--- src/rtl/ex_div_ctrl.sv ---
// Multi-cycle restoring divider for the EX stage: one quotient bit per cycle,
// optional signed mode, produces {remainder, quotient} for the HI/LO write path.
module ex_div_ctrl #(
  parameter int WIDTH = 32,
  parameter int CNT_W = 6
) (
  input  logic               clk,
  input  logic               rst,
  input  logic               start_i,
  input  logic               signed_i,
  input  logic [WIDTH-1:0]   opdata1_i,
  input  logic [WIDTH-1:0]   opdata2_i,
  input  logic               annul_i,
  output logic [2*WIDTH-1:0] result_o,
  output logic               ready_o,
  output logic               busy_o
);

  localparam logic [1:0] S_IDLE   = 2'd0;
  localparam logic [1:0] S_BYZERO = 2'd1;
  localparam logic [1:0] S_ON     = 2'd2;
  localparam logic [1:0] S_END    = 2'd3;

  logic [1:0]         state_q, state_d;
  logic [CNT_W-1:0]   cnt_q, cnt_d;
  logic [2*WIDTH:0]   work_q, work_d;
  logic [WIDTH-1:0]   dvsr_q, dvsr_d;
  logic               sgn_mode_q, sgn_mode_d;
  logic               neg1_q, neg1_d;
  logic               neg2_q, neg2_d;
  logic [2*WIDTH-1:0] result_q, result_d;

  logic [WIDTH:0]     diff;
  logic [WIDTH-1:0]   quot, rem, a_abs, b_abs;

  // Partial remainder lives in work[2W:W+1]; work[2W-1:W] is that remainder
  // shifted left with the next dividend bit, i.e. the trial minuend.
  assign diff  = {1'b0, work_q[2*WIDTH-1:WIDTH]} - {1'b0, dvsr_q};
  assign quot  = work_q[WIDTH-1:0];
  assign rem   = work_q[2*WIDTH:WIDTH+1];
  assign a_abs = (signed_i && opdata1_i[WIDTH-1]) ? -opdata1_i : opdata1_i;
  assign b_abs = (signed_i && opdata2_i[WIDTH-1]) ? -opdata2_i : opdata2_i;

  always_comb begin
    state_d    = state_q;
    cnt_d      = cnt_q;
    work_d     = work_q;
    dvsr_d     = dvsr_q;
    sgn_mode_d = sgn_mode_q;
    neg1_d     = neg1_q;
    neg2_d     = neg2_q;
    result_d   = result_q;
    case (state_q)
      S_IDLE: begin
        if (start_i && !annul_i) begin
          if (opdata2_i == '0) begin
            state_d = S_BYZERO;
          end else begin
            state_d    = S_ON;
            cnt_d      = '0;
            work_d     = {{WIDTH{1'b0}}, a_abs, 1'b0};
            dvsr_d     = b_abs;
            sgn_mode_d = signed_i;
            neg1_d     = signed_i & opdata1_i[WIDTH-1];
            neg2_d     = signed_i & opdata2_i[WIDTH-1];
          end
        end
      end
      S_BYZERO: begin
        if (annul_i) begin
          state_d = S_IDLE;
        end else begin
          state_d  = S_END;
          result_d = '0;
        end
      end
      S_ON: begin
        if (annul_i) begin
          state_d = S_IDLE;
        end else if (cnt_q == CNT_W'(WIDTH)) begin
          // Quotient truncates toward zero; remainder follows the dividend sign.
          result_d[WIDTH-1:0]       = (neg1_q ^ neg2_q) ? -quot : quot;
          result_d[2*WIDTH-1:WIDTH] = neg1_q ? -rem : rem;
          state_d = S_END;
        end else begin
          if (diff[WIDTH]) work_d = {work_q[2*WIDTH-1:0], 1'b0};
          else             work_d = {diff[WIDTH-1:0], work_q[WIDTH-1:0], 1'b1};
          cnt_d = cnt_q + CNT_W'(1);
        end
      end
      default: begin
        if (annul_i || !start_i) state_d = S_IDLE;
      end
    endcase
  end

  always_ff @(posedge clk) begin
    if (rst) begin
      state_q    <= S_IDLE;
      cnt_q      <= '0;
      work_q     <= '0;
      dvsr_q     <= '0;
      sgn_mode_q <= 1'b0;
      neg1_q     <= 1'b0;
      neg2_q     <= 1'b0;
      result_q   <= '0;
    end else begin
      state_q    <= state_d;
      cnt_q      <= cnt_d;
      work_q     <= work_d;
      dvsr_q     <= dvsr_d;
      sgn_mode_q <= sgn_mode_d;
      neg1_q     <= neg1_d;
      neg2_q     <= neg2_d;
      result_q   <= result_d;
    end
  end

  assign result_o = result_q;
  assign ready_o  = (state_q == S_END);
  assign busy_o   = (state_q == S_ON) || (state_q == S_BYZERO);

endmodule

--- config.mk ---
export PLATFORM = sky130hd
export DESIGN_NAME = ex_div_ctrl
export DESIGN_NICKNAME = d
export VERILOG_FILES = /design/src/rtl/ex_div_ctrl.sv
export SDC_FILE = /design/constraint.sdc
export NUM_CORES = 1
export LEC_CHECK = 0
export ABC_AREA = 1
export ABC_CLOCK_PERIOD_IN_PS = 2100
export CORE_ASPECT_RATIO = 0.5
export CORE_MARGIN = 3
export CORE_UTILIZATION = 53
export CTS_CLUSTER_SIZE = 40
export DETAILED_ROUTE_END_ITERATION = 6
export MAX_ROUTING_LAYER = met4
export PLACE_DENSITY_LB_ADDON = 0.12
export SYNTH_ARGS = -nofsm -noshare
export SYNTH_HDL_FRONTEND = slang
export SYNTH_SLANG_ARGS = --single-unit
--- constraint.sdc ---
create_clock -name clk -period 2.1 [get_ports clk]
set_clock_uncertainty 0.2 [all_clocks]
set_input_delay 0.315 -clock clk [delete_from_list [all_inputs] [get_ports clk]]
set_output_delay 0.315 -clock clk [all_outputs]
set_load 0.005 [all_outputs]
; After elaboration in Yosys (flattened, before gate mapping)
; Index checks and enable logic that the tools add are counted.
[op_classes]
add_sub_neg = 6
multipliers = 0
div = 0
n_lt_le_gt_ge = 0
n_eq_ne = 11
n_shift = 0
muxes = 26
bitwise = 4
n_reduce_logical = 16
[op_table]
columns = cell, n
row1 = 2-to-1 mux 65 bit, 5
row2 = 2-to-1 mux 64 bit, 3
row3 = one-hot mux 65 bit (2 select lines), 1
row4 = 2-to-1 mux 32 bit, 4
row5 = negation 32 bit, 4
row6 = one-hot mux 64 bit (2 select lines), 1
row7 = subtractor 32 x 32 -> 33 bit, 1
row8 = zero test 32 bit, 1
row9 = 2-to-1 mux 6 bit, 4
row10 = 2-to-1 mux 2 bit, 6
row11 = "inequality test 2 bit, second input constant", 6
row12 = one-hot mux 6 bit (2 select lines), 1
row13 = "adder 6 x 1 -> 6 bit, second input constant", 1
row14 = "equality test 6 bit, second input constant", 1
row15 = one-hot mux 2 bit (3 select lines), 1
row16 = AND reduction 3 bit, 2
row17 = AND reduction 5 bit, 1
row18 = "equality test 2 bit, second input constant", 2
row19 = AND reduction 4 bit, 1
row20 = nonzero test 2 bit, 2
row21 = nonzero test 4 bit, 1
row22 = logical AND 1 bit, 3
row23 = "inequality test 3 bit, second input constant", 1
row24 = AND 1 bit, 2
row25 = 6 further kinds, 8
[word_totals]
ff_bits = 171
latchBits = 0
ram_bits = 0
romBits = 0
in_bits = 69
output_inout_bits = 66
word_cells = 70
mem_count = 0

; Logic depth before layout (Yosys ltp)
[logic_depth]
depth_word = 5
mapped_depth = 16
ltp_nobuf = 16

; Worst setup path after synthesis
; OpenSTA, ideal clock, no wires.
[synth_path]
kind = reg2reg
from = reg work_q[32]
to = reg work_q[45]
setup_ns = 0.132
t_arrival_ns = 1.950
required_ns = 1.768
setup_slack_ns = -0.183
stages_incl_launch_ff = 15
n_path_buf = 1
period_less_slack_ns = 2.283
cell_sequence = dfxtp_1 > inv_1 > ha_1 > fa_1 > o21ai_0 > nand3_1 > nand2_1 > nand2_1 > nand2_1 > nand2_2 > nand2_2 > buf_2 > nand2_1 > nand3_1 > a21oi_1
[synth_between]
elab_chain_cells = 5
[synth_lines]
columns = element, line_no
row1 = from (decl), 26  ; logic [2*WIDTH:0] work_q, work_d;
row2 = from (signal assigned), 110  ; work_q <= work_d;
row3 = subtractor 32 x 32 -> 33 bit, 38  ; assign diff = {1'b0, work_q[2*WIDTH-1:WIDTH]} - {1'b0, dvsr_q};
row4 = 2-to-1 mux 65 bit, 86  ; if (diff[WIDTH]) work_d = {work_q[2*WIDTH-1:0], 1'b0};
row5 = 2-to-1 mux 65 bit, 80  ; end else if (cnt_q == CNT_W'(WIDTH)) begin
row6 = 2-to-1 mux 65 bit, 78  ; if (annul_i) begin
row7 = one-hot mux 65 bit (2 select lines), 53  ; case (state_q)
; No other way between the ends. The select of a mux whose other input is x is not followed.
; A chain may end at the register's enable or synchronous reset.

; Final worst setup path
[layout_path]
from = reg work_q[32]
to = reg work_q[43]
; Same word-level chain as after synthesis.

==> results.yml <==
critical_path:
  worstSetupStartpointType: "register"
  worstPathCellList: "inv_4 -> ha_4 -> fa_2 -> o21ai_2 -> nand3_2 -> nand2_2 -> nand2_2 -> nand2_4 -> nand2_4 -> nand2_8 -> buf_12 -> clkbuf_16 -> nand2_2 -> nand3_2 -> a21oi_1"
  critPathLaunch: "work_q[32]"
  cp_slowest_stage_delay_ps: 370
  timing.critical_path.mode_cell: "nand2_2"
  reg2reg_to: "work_q[43]"
  ff2ff_setup_slack_ps: -330
  required_ps: 2220
  endpoint: "work_q[43]"
  end_kind: "register"
  crit_arrival_ps: 2560
  path_buf_inv: 3
  reg2reg_depth: 15
  path_max_fanout: 5
  cp.depth: 15
  worst-setup-path-type: "register to register"
  crit_path_top_delay_cell: "dfxtp_2"
  path_delay_family: "simple AND/OR/NAND/NOR gates"
  rr_startpoint: "work_q[32]"
logic_synthesis:
  synth_edf_count: 0
  dominantRegCellSynth: "dfxtp_1"
  synth_nets: 2388
  synth_area_leader_cell: "dfxtp_1"
  ys_seq_area_frac: 0.260
  synthTopCellsByCount: "nand2_1 (673), inv_1 (338), nand3_1 (256)"
  syn_area_um2: 13200
  yosys_register_bits: 171
  async_flop_share: 0
  synth_area_leaders: "dfxtp_1 (26%), nand2_1 (19%), nand3_1 (9.7%)"
  yosysTopAreaCellShare: 0.260
  yosysWarnings: 0
  synthDistinctLibCells: 44
  synth_area_per_cell_um2: 5.80
  syn_inst: 2275
  synth_most_common_cell: "nand2_1"
sta:
  final_max_slew_viol_count: 0
  setup-tns-final_ps: -20720
  rsz0062_at_grt: "yes"
  hold_viol_final: 0
  worstMarginPinSlew_ps: 645
  fmax_ghz: 0.411
  period_share: 1.16
  hold_ws_ps: 184
  slew_headroom: 0.570
  fin_crit_ps: 2430
  worst_slack_ps: -332
  setup_viol: 134
floorplan:
  io_pins: 135
  rows: 40
  die_h_um: 118
  initial_core_util: 0.545
  die_x_um: 229
  die-area_um2: 26900
  core_area_um2: 24200
cells_and_area:
  nets: 2894
  layout-drive-gt1-share: 0.273
  fin_cells: 3130
  post-route-util: 0.842
  fin_area_um2: 20400
  areaGrowthSynthToFinish_pct: 54.7
  antennaDiodeCount: 0
detailed_routing:
  ant_nets: 0
  drc_errors: 0
  viasPerCell: 5.68
  vias: 17800
  wl_per_cell_um: 17.9
  drt_iter0_drc: 2412
  routed_wl_um: 56000
  drt_pre_antenna_iters: 7
global_route:
  grt_max_degree: 128
  antenna_found_initial: 0
  grt_pass1_wl_um: 77600
  grt_pass1_vias: 15600
  grt_use_total: 0.363
  overflow: 0
cts:
  insertion_delay_ps: 460
  root_buffer: "clkbuf_16"
  h-tree-depth: 4
  tritoncts: "yes"
  cts_made_buffers: 17
  cts.clk_slew.worst_paths_ps: 80
  clockBufferDepth: 2
  clock-sinks: 171
  postCtsHoldBufs: 0
power_and_ir_drop:
  power_density_nw_per_um2: 655
  vdd.ir_drop.worst_uv: 610
  power.leakage_nw: 9.81
  total_power_mw: 13.4
outcome:
  failed_checks: "setup timing"
  status: "finished, violations left"
hold_path:
  hold_class: "input pin to register"
flow_run:
  drv_cap: 0
placement:
  gp_congestion: 0.966
  postPlaceCellArea_um2: 17500
  dp_cells: 3036
  dp_hpwl_um: 35800
  dpl_worst_slack_ps: -614
  portBuffers: 134
## state kept, by name (all words and copies together) (netlist names)
name,flops
cnt_q,6
neg2_q,1
state_q,2
result_o,64
dvsr_q,32
neg1_q,1
work_q,65
## metal layers
layer | wire (um) | track usage | up-vias
met1 | 22200 | 0.472 | 8119
met4 | 2740 | 0.110 | 0
met3 | 5750 | 0.0660 | 295
li1 | - | - | 8268
met2 | 25300 | 0.579 | 1097
met5 | 0 | - | -
## cell families (layout without fill, tap and decap cells)
group,after synthesis,in the layout,share of synthesized area
buffers and inverters,427,945,0.131
adders and majority gates,44,44,0.0423
and+or+nand+nor,1246,1247,0.397
AOI/OAI and AO/OA,331,331,0.133
xor gates and xnor gates,56,56,0.0372
DFF,171,171,0.260
## worst min path at each step
stage                        end  slack [ps]          start  depth (start not counted)
CTS                   work_q[26]         230            rst                          3
global placement     result_o[8]         250    result_o[8]                          2
floorplan              dvsr_q[3]         230      dvsr_q[3]                          2
global route           dvsr_q[0]         250   opdata2_i[0]                          5
finish                dvsr_q[26]         180  opdata2_i[26]                          6
detailed placement  result_o[30]         260   result_o[30]                          2
## report_power, final
| group | internal (mW) | total, mW | leakage [nW] | switching, mW |
|---|---|---|---|---|
| sequential | 3.46 | 3.68 | 1.39 | 0.229 |
| clock | 1.61 | 3.26 | 0.290 | 1.65 |
| combinational | 2.66 | 6.43 | 8.13 | 3.77 |
| total | 7.73 | 13.4 | 9.81 | 5.64 |
## cell usage in the layout (no fill, tap or decap), types with 15 or more instances in the layout
master	netlist	final
dfxtp_1	171	156
nor2_1	230	186
buf_12	0	23
xor2_1	40	40
ha_1	43	28
buf_4	6	374
a21oi_2	3	20
buf_6	8	15
nor2_4	1	18
a31oi_1	19	19
nand4_1	35	35
nand2_1	673	599
nand3_2	0	50
nand2_2	2	62
o21ai_0	109	89
dfxtp_2	0	15
inv_1	338	327
xnor2_1	16	15
nand3_1	256	194
o21ai_1	10	17
clkbuf_16	0	25
a21oi_1	165	146
nor2_2	4	32
clkdlybuf4s50_1	0	128
## area by class of cell
cell class	instances	area, um^2
repair buffers	566	5240
repair inverters	2	22.5
well taps	336	420
clock buffers	18	429
clock inverters	14	170
fillers	1513	3820
flip-flops and latches	171	3440
inverters	345	1360
multi-input cells	1678	9330
## timing repair
| action | in CTS | in global routing |
|---|---|---|
| resized for setup | 146 | 269 |
| endpoints found under the hold margin | 0 | 0 |
| pin swaps | 47 | 51 |
| setup buffers | 22 | 23 |
| setup endpoints to repair | 138 | 172 |
| cloned | 10 | 11 |
## worst min-delay path, cell delays in order
cell and delay [ps]:
dlymetal6s2s_1 140, buf_4 150, nand2_1 50, nand3_1 70, nand2_1 50, inv_1 40
(Power assumes the default switching activity.)
